<file path="config.mk">
export PLATFORM = sky130hd
export DESIGN_NAME = mac_kbd_host
export DESIGN_NICKNAME = d
export VERILOG_FILES = /design/src/rtl/mac_kbd_pkg.sv /design/src/rtl/kbd_line_sync.sv /design/src/rtl/mac_kbd_host.sv
export SDC_FILE = /design/constraint.sdc
export NUM_CORES = 1
export LEC_CHECK = 0
export BUFFER_PORTS_ARGS = -buffer_cell sky130_fd_sc_hd__buf_4
export CAP_MARGIN = 15
export CORE_MARGIN = 3
export CORE_UTILIZATION = 45
export CTS_CLUSTER_SIZE = 14
export DETAILED_ROUTE_END_ITERATION = 12
export GPL_ROUTABILITY_DRIVEN = 0
export PLACE_DENSITY = 0.66
export SLEW_MARGIN = 0
export SYNTH_ARGS = -nofsm -noshare
export SYNTH_HDL_FRONTEND = slang
export SYNTH_HIERARCHICAL = 1
export SYNTH_SLANG_ARGS = --single-unit
</file>
<file path="constraint.sdc">
create_clock -name clk -period 3.05 [get_ports clk]
set_input_delay 0.4575 -clock clk [delete_from_list [all_inputs] [get_ports clk]]
set_output_delay 0.4575 -clock clk [all_outputs]
set_load 0.005 [all_outputs]
</file>
<file path="src/rtl/mac_kbd_pkg.sv">
// Shared types and protocol constants for the Mac Plus keyboard host link.
// Covers the state encoding, the command bytes and the reply bytes.
package mac_kbd_pkg;

    typedef enum logic [2:0] {
        IDLE,
        REQ,
        TX,
        TURN,
        WAIT,
        RX,
        ERR
    } kbd_state_t;

    localparam logic [7:0] CMD_INQUIRY = 8'h10;
    localparam logic [7:0] CMD_INSTANT = 8'h14;
    localparam logic [7:0] CMD_MODEL   = 8'h16;
    localparam logic [7:0] CMD_TEST    = 8'h36;

    localparam logic [7:0] RSP_NULL = 8'h7B;
    localparam logic [7:0] RSP_ACK  = 8'h7D;
    localparam logic [7:0] RSP_NAK  = 8'h77;

    localparam int TMO_W = 21;

endpackage

</file>
<file path="src/rtl/kbd_line_sync.sv">
// Two-flop synchronizers for the keyboard clock and data pads.
// Also produces enable-qualified rise/fall pulses of the synchronized clock.
module kbd_line_sync (
    input  logic clk,
    input  logic _systemReset,
    input  logic clk8_en_p,
    input  logic i_kbd_clk,
    input  logic i_kbd_dat,
    output logic o_dat,
    output logic o_rise,
    output logic o_fall
);

    logic [1:0] r_clk_s;
    logic [1:0] r_dat_s;
    logic       r_clk_d;

    // Reset to the idle-high line level so release never looks like an edge
    always_ff @(posedge clk or negedge _systemReset) begin
        if (!_systemReset) begin
            r_clk_s <= 2'b11;
            r_dat_s <= 2'b11;
            r_clk_d <= 1'b1;
        end else if (clk8_en_p) begin
            r_clk_s <= {r_clk_s[0], i_kbd_clk};
            r_dat_s <= {r_dat_s[0], i_kbd_dat};
            r_clk_d <= r_clk_s[1];
        end
    end

    assign o_dat  = r_dat_s[1];
    assign o_rise = clk8_en_p & r_clk_s[1] & ~r_clk_d;
    assign o_fall = clk8_en_p & ~r_clk_s[1] & r_clk_d;

endmodule

</file>
<file path="src/rtl/mac_kbd_host.sv">
// Host (Mac) end of the M0110 keyboard link: sends one command byte
// on the device clock, then receives one reply byte or reports a timeout.
module mac_kbd_host
    import mac_kbd_pkg::*;
#(
    parameter int unsigned TURN_DLY    = 16,
    parameter int unsigned RSP_TIMEOUT = 2000000,
    parameter int unsigned BIT_TIMEOUT = 8000
) (
    input  logic       clk,
    input  logic       _systemReset,
    input  logic       clk8_en_p,
    input  logic       kbd_clk_i,
    input  logic       kbd_dat_i,
    output logic       kbd_dat_oe,
    input  logic [7:0] cmd_data,
    input  logic       cmd_valid,
    output logic       cmd_ready,
    output logic [7:0] rsp_data,
    output logic       rsp_valid,
    output logic       rsp_err,
    output logic       busy
);

    localparam logic [TMO_W-1:0] TURN_LIM = TMO_W'(TURN_DLY - 1);
    localparam logic [TMO_W-1:0] RSP_LIM  = TMO_W'(RSP_TIMEOUT);
    localparam logic [TMO_W-1:0] BIT_LIM  = TMO_W'(BIT_TIMEOUT);

    kbd_state_t       r_state;
    logic [7:0]       r_shift;
    logic [3:0]       r_bitcnt;
    logic [TMO_W-1:0] r_tmo;
    logic             r_oe;
    logic [7:0]       r_rsp_data;
    logic             r_rsp_valid;
    logic             r_rsp_err;

    logic             w_dat;
    logic             w_rise;
    logic             w_fall;

    kbd_state_t       w_nstate;
    logic [7:0]       w_nshift;
    logic [3:0]       w_nbit;
    logic             w_noe;
    logic             w_rsp_set;
    logic             w_rsp_err;
    logic [7:0]       w_rsp_byte;

    kbd_line_sync u_sync (
        .clk          (clk),
        ._systemReset (_systemReset),
        .clk8_en_p    (clk8_en_p),
        .i_kbd_clk    (kbd_clk_i),
        .i_kbd_dat    (kbd_dat_i),
        .o_dat        (w_dat),
        .o_rise       (w_rise),
        .o_fall       (w_fall)
    );

    always_comb begin
        w_nstate   = r_state;
        w_nshift   = r_shift;
        w_nbit     = r_bitcnt;
        w_noe      = r_oe;
        w_rsp_set  = 1'b0;
        w_rsp_err  = 1'b0;
        w_rsp_byte = r_rsp_data;
        unique case (r_state)
            IDLE: begin
                if (cmd_valid) begin
                    w_nstate = REQ;
                    w_nshift = cmd_data;
                    w_nbit   = 4'd0;
                    w_noe    = 1'b1;
                end
            end
            REQ: begin
                if (w_fall) begin
                    w_noe    = ~r_shift[7];
                    w_nshift = {r_shift[6:0], 1'b0};
                    w_nstate = TX;
                end else if (r_tmo >= RSP_LIM) begin
                    w_nstate = ERR;
                end
            end
            TX: begin
                if (w_fall) begin
                    w_noe    = ~r_shift[7];
                    w_nshift = {r_shift[6:0], 1'b0};
                end else if (w_rise) begin
                    w_nbit = r_bitcnt + 4'd1;
                    if (r_bitcnt == 4'd7) w_nstate = TURN;
                end else if (r_tmo >= BIT_LIM) begin
                    w_nstate = ERR;
                end
            end
            TURN: begin
                if (r_tmo >= TURN_LIM) begin
                    w_noe    = 1'b0;
                    w_nbit   = 4'd0;
                    w_nstate = WAIT;
                end
            end
            WAIT: begin
                if (w_rise) begin
                    w_nshift = {r_shift[6:0], w_dat};
                    w_nbit   = 4'd1;
                    w_nstate = RX;
                end else if (r_tmo >= RSP_LIM) begin
                    w_nstate = ERR;
                end
            end
            RX: begin
                if (w_rise) begin
                    w_nshift = {r_shift[6:0], w_dat};
                    w_nbit   = r_bitcnt + 4'd1;
                    if (r_bitcnt == 4'd7) begin
                        w_nstate   = IDLE;
                        w_rsp_set  = 1'b1;
                        w_rsp_byte = {r_shift[6:0], w_dat};
                    end
                end else if (r_tmo >= BIT_LIM) begin
                    w_nstate = ERR;
                end
            end
            ERR: begin
                w_noe      = 1'b0;
                w_nstate   = IDLE;
                w_rsp_set  = 1'b1;
                w_rsp_err  = 1'b1;
                w_rsp_byte = RSP_NULL;
            end
            default: begin
                w_noe    = 1'b0;
                w_nstate = IDLE;
            end
        endcase
        // Let go of the line the moment a timeout is declared
        if (w_nstate == ERR) w_noe = 1'b0;
    end

    always_ff @(posedge clk or negedge _systemReset) begin
        if (!_systemReset) begin
            r_state  <= IDLE;
            r_shift  <= 8'h00;
            r_bitcnt <= 4'd0;
            r_tmo    <= '0;
            r_oe     <= 1'b0;
        end else if (clk8_en_p) begin
            r_state  <= w_nstate;
            r_shift  <= w_nshift;
            r_bitcnt <= w_nbit;
            r_oe     <= w_noe;
            if (w_nstate != r_state || w_rise || w_fall)
                r_tmo <= '0;
            else if (r_tmo != '1)
                r_tmo <= r_tmo + 1'b1;
        end
    end

    // Reply strobe is one system clock wide even though the FSM runs at 8 MHz
    always_ff @(posedge clk or negedge _systemReset) begin
        if (!_systemReset) begin
            r_rsp_data  <= 8'h00;
            r_rsp_valid <= 1'b0;
            r_rsp_err   <= 1'b0;
        end else begin
            r_rsp_valid <= 1'b0;
            if (clk8_en_p && w_rsp_set) begin
                r_rsp_data  <= w_rsp_byte;
                r_rsp_valid <= 1'b1;
                r_rsp_err   <= w_rsp_err;
            end
        end
    end

    assign kbd_dat_oe = r_oe;
    assign cmd_ready  = (r_state == IDLE);
    assign busy       = (r_state != IDLE);
    assign rsp_data   = r_rsp_data;
    assign rsp_valid  = r_rsp_valid;
    assign rsp_err    = r_rsp_err;

endmodule

</file>
==> results of run 1 <==
[layer usage]
layer / track usage / routed length, um / vias up
met5: 0 / 0 / -
met4: 0.0446 / 70 / 0
met3: 0.0292 / 332 / 7
met2: 0.305 / 3430 / 68
met1: 0.290 / 3810 / 1380
li1: - / - / 1393
[path summary, 6_finish.rpt]
check / end / slack [ns] / depth (start not counted)
max: r_tmo[19] / 0.34 / 9
min: r_tmo[7] / 0.18 / 1
max reg2reg: r_tmo[19] / 0.34 / 9
min reg2reg: r_shift[7] / 0.51 / 2
max in group asynchronous: r_tmo[18] / 2.42 / 1
min in group clk: u_sync/r_dat_s[0] / 0.37 / 2
[metrics by stage]
| stage | setup slack, ns | total power [W] | hold WS, ns | instance area (sq um) |
|---|---|---|---|---|
| final | 0.340 | 0.00286 | 0.178 | 3600 |
| after global routing | 0.130 | 0.00312 | 0.221 | 3600 |
| after CTS | 0.252 | 0.00286 | 0.214 | 3600 |
| after detailed placement | 0.262 | 0.00236 | 0.491 | 3490 |
| after global placement | 0.312 | 0.00234 | 0.478 | 3490 |
| after floorplan | 0.576 | 0.00196 | 0.162 | 3200 |
[power by group through the flow]
| stage | clock network, W | registers (W) | logic, W |
|---|---|---|---|
| after floorplan | 0 | 0.000986 | 0.000969 |
| after global placement | 0 | 0.00103 | 0.00131 |
| after detailed placement | 0 | 0.00103 | 0.00133 |
| after CTS | 0.000504 | 0.00102 | 0.00134 |
| after global routing | 0.000533 | 0.00106 | 0.00153 |
| final | 0.000490 | 0.00102 | 0.00134 |
[registers in the layout, summed over array words and instances, names as in the netlist]
| register | count |
|---|---|
| kbd_dat_oe | 1 |
| r_bitcnt | 4 |
| r_shift | 8 |
| r_state | 3 |
| r_tmo | 21 |
| rsp_data | 8 |
| rsp_err | 1 |
| rsp_valid | 1 |
| u_sync/r_clk_d | 1 |
| u_sync/r_clk_s | 2 |
| u_sync/r_dat_s | 2 |
[cells by family after synthesis]
group | Yosys count | share of synthesized area
AND/OR/NAND/NOR | 155 | 0.240
buffers and inverters | 37 | 0.0489
AO/OA/AOI/OAI | 106 | 0.242
flip-flops | 52 | 0.409
multiplexers | 12 | 0.0454
adder cells (fa/ha/maj) | 4 | 0.0149
[what timing repair did]
item / in CTS / in global routing
hold buffers: 0 / 0
gates resized for setup: 0 / 2
setup endpoints to repair: 0 / 10
hold endpoints to repair: 0 / 0
buffers inserted: 0 / 0
[worst max-delay path, delay by kind of cell, from the launching register on]
| kind | cells | cell delay [ns] |
|---|---|---|
| and+or+nand+nor | 4 | 0.92 |
| AOI/OAI and AO/OA | 4 | 0.88 |
| DFF | 1 | 0.57 |
| buffers and inverters | 1 | 0.23 |
[cell type report]
cell class,instances,area (sq um),share of cell area
Tap cell,96,120,0.0334
Sequential cell,52,1310,0.363
Clock inverter,3,42.5,0.0118
Inverter,15,56.3,0.0156
Multi-Input combinational cell,277,1740,0.482
Clock buffer,5,68.8,0.0191
Timing Repair Buffer,36,270,0.0751
[cell usage in the layout (no fill, tap or decap), types with 7 or more instances in the layout]
| master | instances |
|---|---|
| dfrtp_1 | 47 |
| nor2_1 | 45 |
| nand2_1 | 40 |
| buf_4 | 36 |
| a21oi_1 | 23 |
| o21ai_0 | 23 |
| nand3_1 | 16 |
| inv_1 | 13 |
| nor3_1 | 9 |
| o311ai_2 | 9 |
| and3_1 | 8 |
| nand2b_1 | 7 |
| nand4_1 | 7 |
| mux2i_1 | 7 |
==> flow_summary.yaml, run 1 <==
synthesis:
  synth_top_cell_by_area: "dfrtp_1"
  synth_cell_types: 57
  ys_ff_latch: 52
  synth_area_leaders: "dfrtp_1 (37%), nor2_1 (5.3%), nand2_1 (4.8%)"
  synthArstFlopShare: 1.00
  syn_avg_cell_area_sq_um: 8.73
  synthTopCellsByCount: "dfrtp_1 (47), nor2_1 (45), nand2_1 (41)"
  synth_fp_nets: 383
  ys_warn_count: 6
  yosysMostFrequentCell: "dfrtp_1"
  synth_cells: 366
  synth_top_area_frac: 0.368
  synth_area_sq_um: 3200
  synth_top_flop_cell: "dfrtp_1"
  synth_edf_count: 0
  seq_area_frac_synth: 0.409
cts:
  insertion_delay_ns: 0.31
  tritoncts: "done"
  htree_levels: 2
  clock-sinks: 52
  numCtsBuffers: 5
  clk_path_buf_depth: 2
  cts_root_buf: "clkbuf_8"
  path_clk_slew_ns: 0.10
power_and_ir_drop:
  clkPwrFrac: 0.172
  swShare: 0.410
  peakVddDrop_uv: 433
  p_int_w: 0.00169
  cellLeakagePower_nw: 1.52
  combPwrFrac: 0.470
  seqPwrFrac: 0.358
  p_per_area_nw_per_um2: 794
  p_sw_w: 0.00117
global_routing:
  grt_first_pass_wirelength_um: 13400
  gr-usage-all-layers: 0.196
  grt.overflow.total: 0
  grt_pass1_vias: 2766
  grt_start_max_net_pins: 53
  antenna_found_initial: 0
layout:
  fin_util: 0.527
  drive_above_1_share: 0.183
  fin_nets: 404
  antenna_cells: 0
  synthToLayoutAreaGrowth_pct: 12.7
  fill_cells: 680
  stdcell_count: 484
setup_path:
  crit_start: "u_sync/r_clk_s[1]"
  crit_type: "register to register"
  arrival_ns: 2.91
  crit_top_cell: "o211a_1"
  cp_data_required_time_ns: 3.25
  crit_chain: "and3b_2 -> nand4b_1 -> and3_1 -> o21ai_0 -> o211a_1 -> nor4_4 -> buf_4 -> o211a_1 -> a221o_1"
  timing.rr.start: "u_sync/r_clk_s[1]"
  path_max_fanout: 22
  cpMaxStageDelayCell: "dfstp_2"
  crit_path_max_incr_delay_ns: 0.57
  cp-start-kind: "register"
  cp-end-kind: "register"
floorplan:
  io_pins: 27
  start_util: 0.468
  die_x_um: 90.3
  coreArea_sq_um: 6830
  dieArea_sq_um: 8150
  die_h_um: 90.3
  rows: 30
sta:
  grt_setup_unrepaired: "false"
  skew_ns: 0.00654
  drv_slew: 0
  hold_viol_final: 0
  slew_headroom: 0.441
  min_period_ns: 2.71
  fmax_mhz: 369
  setup_violations: 0
  period_share: 0.888
  tightestPinTransition_ns: 0.835
  setup_tns_ns: 0
drt:
  drcViolationCount: 0
  drt_iter0_drc: 227
  finalWirelength_um: 7640
  postRouteAntennaNets: 0
  via_per_inst: 5.88
  wl_per_cell_um: 15.8
  via_count: 2848
  drt_first_pass_iters: 4
flow_run:
  cap_violations: 0
placement:
  place_inst: 476
  port_buffers: 26
  hpwl_um: 5220
outcome:
  outcome: "completed"
worst_hold_path:
  hp-class: "input pin to async pin"
Power figures use the tool's default switching activity.
==> run 2, diff against run 1 <==
--- a/config.mk
+++ b/config.mk
@@ -12,7 +12,7 @@
 export CTS_CLUSTER_SIZE = 14
 export DETAILED_ROUTE_END_ITERATION = 12
 export GPL_ROUTABILITY_DRIVEN = 0
-export PLACE_DENSITY = 0.66
+export PLACE_DENSITY = 0.68
 export SLEW_MARGIN = 0
 export SYNTH_ARGS = -nofsm -noshare
 export SYNTH_HDL_FRONTEND = slang
==> constraint.sdc (replaced) <==
create_clock -name clk -period 2.41 [get_ports clk]
set_input_delay 0.3615 -clock clk [delete_from_list [all_inputs] [get_ports clk]]
set_output_delay 0.3615 -clock clk [all_outputs]
set_load 0.005 [all_outputs]
==> run 2 against run 1 <==
  * The run now ends with setup timing left
  * Largest power group unchanged
  * Combinational power rose by 52%
  * Critical path depth did not move
  * Maximum frequency rose by 9.9%
  * First-iteration DRC count rose by 31%
  * Count of clock-buffer cells in the layout did not move
  * Routed wire length rose by 7.1%
  * Core utilization rose by 6.4 points
  * Clock skew rose by 0.0017 ns
==> flow_summary.yaml, run 2 (synthesis gave the netlist of run 1 again) <==
outcome:
  outcome: "complete, but fails checks"
  violations: "setup timing"
power_and_ir_drop:
  peakVddDrop_uv: 478
  p_per_area_nw_per_um2: 954
  cellLeakagePower_nw: 1.76
layout:
  largest_reg_flops: 21
  fill_cells: 617
  final_common_cell: "buf_4"
  max_flop_register: "r_tmo"
  drive_above_1_share: 0.303
  fin_nets: 448
  antenna_cells: 0
  multi_input_area_sq_um: 1840
  synthToLayoutAreaGrowth_pct: 26.3
  final_cell_mix: "buf_4 (76), dfrtp_1 (47), nor2_1 (42)"
  regArea_sq_um: 1310
  fin_util: 0.591
drt:
  postRouteAntennaNets: 0
  drcViolationCount: 0
  wl_per_cell_um: 15.5
  finalWirelength_um: 8190
  via_per_inst: 5.74
  drt_first_pass_iters: 5
  via_count: 3032
  drt_iter0_drc: 297
setup_path:
  cp-end-kind: "register"
  cp-start-kind: "register"
  arrival_ns: 2.69
  crit_type: "register to register"
  cp_data_required_time_ns: 2.63
  path_max_fanout: 5
floorplan:
  start_util: 0.468
  rows: 30
  io_pins: 27
  coreArea_sq_um: 6830
  die_h_um: 90.3
  die_x_um: 90.3
  dieArea_sq_um: 8150
sta:
  tightestPinTransition_ns: 0.773
  fmax_mhz: 406
  setup_violations: 9
  grt_setup_unrepaired: "true"
  min_period_ns: 2.47
  holdWs_ns: 0.0627
  period_share: 1.02
  hold_viol_final: 0
  fin_ws_ns: -0.0556
  skew_ns: 0.00826
  slew_headroom: 0.484
  drv_slew: 0
placement:
  hpwl_um: 5650
  port_buffers: 26
  dp_slack_ns: -0.0846
global_routing:
  grt_start_max_net_pins: 53
  grt_pass1_vias: 2938
  grt.overflow.total: 0
  gr-usage-all-layers: 0.206
  grt_first_pass_wirelength_um: 14000
  antenna_found_initial: 0
cts:
  clock-sinks: 52
  tritoncts: "done"
  path_clk_slew_ns: 0.11
  numCtsBuffers: 5
  clk_path_buf_depth: 2
  htree_levels: 2
  holdBufCountCts: 0
  cts_root_buf: "clkbuf_8"
  insertion_delay_ns: 0.32
flow_run:
  cap_violations: 0
worst_hold_path:
  hp-class: "input pin to async pin"
run 2: changes by cell type in the layout (fill, tap and decap cells not counted), sizes merged:
cell,previous run,this run
bufinv,1,0
clkinvlp,1,0
inv,15,18
clkbuf,5,6
clkinv,1,0
buf,36,79
run 2: what timing repair did:
action / in CTS / in global routing
setup endpoints to repair: 11 / 24
pin swaps: 7 / 8
setup buffers: 5 / 2
cloned: 0 / 1
gates resized for setup: 9 / 16
run 2: final timing paths:
check	endpoint	from	depth (start not counted)	slack, ns
min in group clk	u_sync/r_clk_s[0]	kbd_clk_i	2	0.26
worst max-delay path	r_tmo[17]	u_sync/r_clk_s[1]	9	-0.06
worst min-delay path	r_bitcnt[0]	_systemReset	1	0.06
worst max register to register	r_tmo[17]	u_sync/r_clk_s[1]	9	-0.06
worst min register to register	r_shift[7]	r_shift[7]	2	0.52
max in group asynchronous	r_tmo[15]	_systemReset	1	1.91
run 2: final cells by class:
type / count / area share
tap: 96 / 0.0298
timing repair buffer: 80 / 0.152
inverter: 15 / 0.0140
sequential: 52 / 0.324
multi-input combinational: 277 / 0.456
clock buffer: 5 / 0.0171
clock inverter: 3 / 0.00713
run 2: metal layers:
| metal | GRT usage | vias up | share of wire |
|---|---|---|---|
| met2 | 0.317 | 78 | 0.45 |
| met3 | 0.0433 | 13 | 0.050 |
| met1 | 0.293 | 1464 | 0.48 |
| li1 | - | 1477 | - |
| met5 | 0 | - | 0 |
| met4 | 0.0587 | 0 | 0.012 |
run 2: report_power, final:
| part | switching, W | internal (W) |
|---|---|---|
| Combinational | 0.00112 | 0.000915 |
| Clock | 0.000333 | 0.000220 |
| Sequential | 0.000159 | 0.00110 |
| Total | 0.00162 | 0.00223 |
run 2: metrics by stage:
step | cell area [sq um] | power, W | cells | setup TNS, ns
CTS | 3940 | 0.00377 | 525 | 0
detailed placement | 3770 | 0.00315 | 513 | -0.237
finish | 4040 | 0.00385 | 528 | -0.354
global route | 4040 | 0.00416 | 528 | -2.07
global placement | 3770 | 0.00311 | 513 | -0.0622
floorplan | 3200 | 0.00248 | 366 | 0
run 2: critical path: stages (launching register included):
cell and delay [ns]:
dfstp_2 0.56, and3b_2 0.27, nor2_2 0.07, nor4b_2 0.17, a32oi_1 0.24, a32oi_2 0.17, nor4_4 0.35, nand2_2 0.12
buf_6 0.16, o311ai_4 0.25
==> run 3, diff against run 2 <==
--- a/config.mk
+++ b/config.mk
@@ -5,14 +5,14 @@
 export SDC_FILE = /design/constraint.sdc
 export NUM_CORES = 1
 export LEC_CHECK = 0
-export BUFFER_PORTS_ARGS = -buffer_cell sky130_fd_sc_hd__buf_4
 export CAP_MARGIN = 15
 export CORE_MARGIN = 3
 export CORE_UTILIZATION = 45
 export CTS_CLUSTER_SIZE = 14
 export DETAILED_ROUTE_END_ITERATION = 12
+export DONT_BUFFER_PORTS = 1
 export GPL_ROUTABILITY_DRIVEN = 0
-export PLACE_DENSITY = 0.68
+export PLACE_DENSITY = 0.65
 export SLEW_MARGIN = 0
 export SYNTH_ARGS = -nofsm -noshare
 export SYNTH_HDL_FRONTEND = slang
==> run 3 against run 2 <==
  * The flow still finishes with violations (setup timing)
  * Sequential share of layout area is 1.6 points higher
  * Power down 4.8%
  * Critical path type unchanged
  * Critical endpoint is now r_tmo[12]
  * Die area unchanged
  * Register-to-register slack improved by 0.04 ns
  * Count of clock-buffer cells in the layout unchanged
  * Final cell count down 5.1%
  * First-iteration DRC count fell by 28%
  * Largest power group unchanged
  * Clock power is 1% higher
==> flow_summary.yaml, run 3 (synthesis gave the netlist of run 1 again) <==
placement:
  hpwl_um: 5570
  placed_cell_area_sq_um: 3560
  port_buffers: 0
layout:
  final_common_cell: "buf_4"
  final_area_sq_um: 3860
  drive_above_1_share: 0.262
  largest_reg_flops: 21
  fin_nets: 421
  max_flop_register: "r_tmo"
  fill_cells: 648
  synthToLayoutAreaGrowth_pct: 20.7
  antenna_cells: 0
  final_cell_mix: "buf_4 (49), dfrtp_1 (45), nand2_1 (41)"
drt:
  finalWirelength_um: 8150
  drt_iter0_drc: 214
  via_count: 2949
  drcViolationCount: 0
  postRouteAntennaNets: 0
  wl_per_cell_um: 16.3
  via_per_inst: 5.89
  drt_first_pass_iters: 4
cts:
  tritoncts: "done"
  insertion_delay_ns: 0.31
  htree_levels: 2
  clk_path_buf_depth: 2
  path_clk_slew_ns: 0.11
  numCtsBuffers: 5
  cts_root_buf: "clkbuf_8"
  clock-sinks: 52
sta:
  setup_tns_ns: -0.0277
  min_period_ns: 2.43
  period_share: 1.01
  tightestPinTransition_ns: 0.771
  fin_ws_ns: -0.0174
  fmax_mhz: 412
  slew_headroom: 0.486
  setup_violations: 3
  drv_slew: 0
  hold_viol_final: 0
  skew_ns: 0.00900
outcome:
  violations: "setup timing"
  outcome: "complete, but fails checks"
worst_hold_path:
  hp-class: "input pin to register"
power_and_ir_drop:
  cellLeakagePower_nw: 1.65
  peakVddDrop_uv: 512
  p_per_area_nw_per_um2: 951
setup_path:
  cp_data_required_time_ns: 2.63
  cpMaxStageDelayCell: "dfstp_2"
  arrival_ns: 2.64
  crit_chain: "and3b_2 -> a211o_1 -> a41oi_2 -> o211ai_1 -> nor4_4 -> nand2_1 -> buf_6 -> o311ai_1"
  cp-end-kind: "register"
  cp-start-kind: "register"
  crit_type: "register to register"
  path_max_fanout: 11
  crit_path_max_incr_delay_ns: 0.55
global_routing:
  antenna_found_initial: 0
  gr-usage-all-layers: 0.197
  grt_first_pass_wirelength_um: 13600
  grt_start_max_net_pins: 53
  grt.overflow.total: 0
  grt_pass1_vias: 2824
floorplan:
  io_pins: 27
  start_util: 0.468
  rows: 30
  die_x_um: 90.3
  coreArea_sq_um: 6830
  die_h_um: 90.3
  dieArea_sq_um: 8150
flow_run:
  cap_violations: 0
run 3: cell count changes in the layout (fill, tap and decap cells not counted), sizes merged:
cell | before | now
buf | 79 | 52
dlygate4sd3 | 0 | 1
clkbuf | 6 | 5
run 3: worst paths after layout:
check	from	end	slack, ns	cells after the start
setup / recovery	u_sync/r_clk_d	r_tmo[12]	-0.02	8
hold / removal	clk8_en_p	r_tmo[1]	0.12	1
setup reg to reg	u_sync/r_clk_d	r_tmo[12]	-0.02	8
hold reg to reg	r_shift[7]	r_shift[7]	0.52	2
max in group asynchronous	_systemReset	u_sync/r_clk_s[0]	1.56	2
min in group asynchronous	_systemReset	r_state[0]	0.55	2
run 3: what timing repair did:
item,in CTS,in global routing
buffers inserted,0,5
gates cloned,0,0
endpoints found under the setup margin,2,21
pin swaps,1,9
hold buffers,2,0
resized for setup,3,24
hold endpoints to repair,52,0
run 3: power breakdown:
| group | internal [W] | leakage [nW] | total (W) | switching (W) |
|---|---|---|---|---|
| registers | 0.00110 | 0.670 | 0.00131 | 0.000207 |
| logic | 0.000772 | 0.934 | 0.00180 | 0.00102 |
| clock network | 0.000220 | 0.0511 | 0.000561 | 0.000341 |
run 3: per-stage QoR:
stage,worst slack (ns),hold WS (ns),power (W),utilization,std cells
after floorplan,0.0383,0.0659,0.00248,-,366
after global placement,0.0408,0.0678,0.00295,0.522,486
after detailed placement,-0.0153,0.0681,0.00300,0.522,486
after CTS,0.00495,0.107,0.00360,0.543,496
after global routing,-0.108,0.101,0.00394,0.565,501
final,-0.0174,0.120,0.00367,0.565,501
run 3: final cells by class:
class / count / area, sq um / share of cell area
inverter: 15 / 56.3 / 0.0146
multi-input combinational: 277 / 1850 / 0.478
tap: 96 / 120 / 0.0311
clock buffer: 5 / 68.8 / 0.0178
sequential: 52 / 1310 / 0.340
timing repair buffer: 53 / 428 / 0.111
clock inverter: 3 / 28.8 / 0.00746
run 3: layer usage:
| layer | vias up | track usage | part of all wire |
|---|---|---|---|
| met5 | - | 0 | 0 |
| met4 | 0 | 0.0536 | 0.019 |
| met3 | 17 | 0.0400 | 0.060 |
| met2 | 89 | 0.309 | 0.45 |
| met1 | 1417 | 0.279 | 0.47 |
| li1 | 1426 | - | - |
run 3: worst max-delay path: cells and delay by family, from the launching register on:
kind            cells  cell delay [ns]
compound gates      4             0.93
buf+inv             1             0.17
flops               1             0.55
simple gates        3             0.67
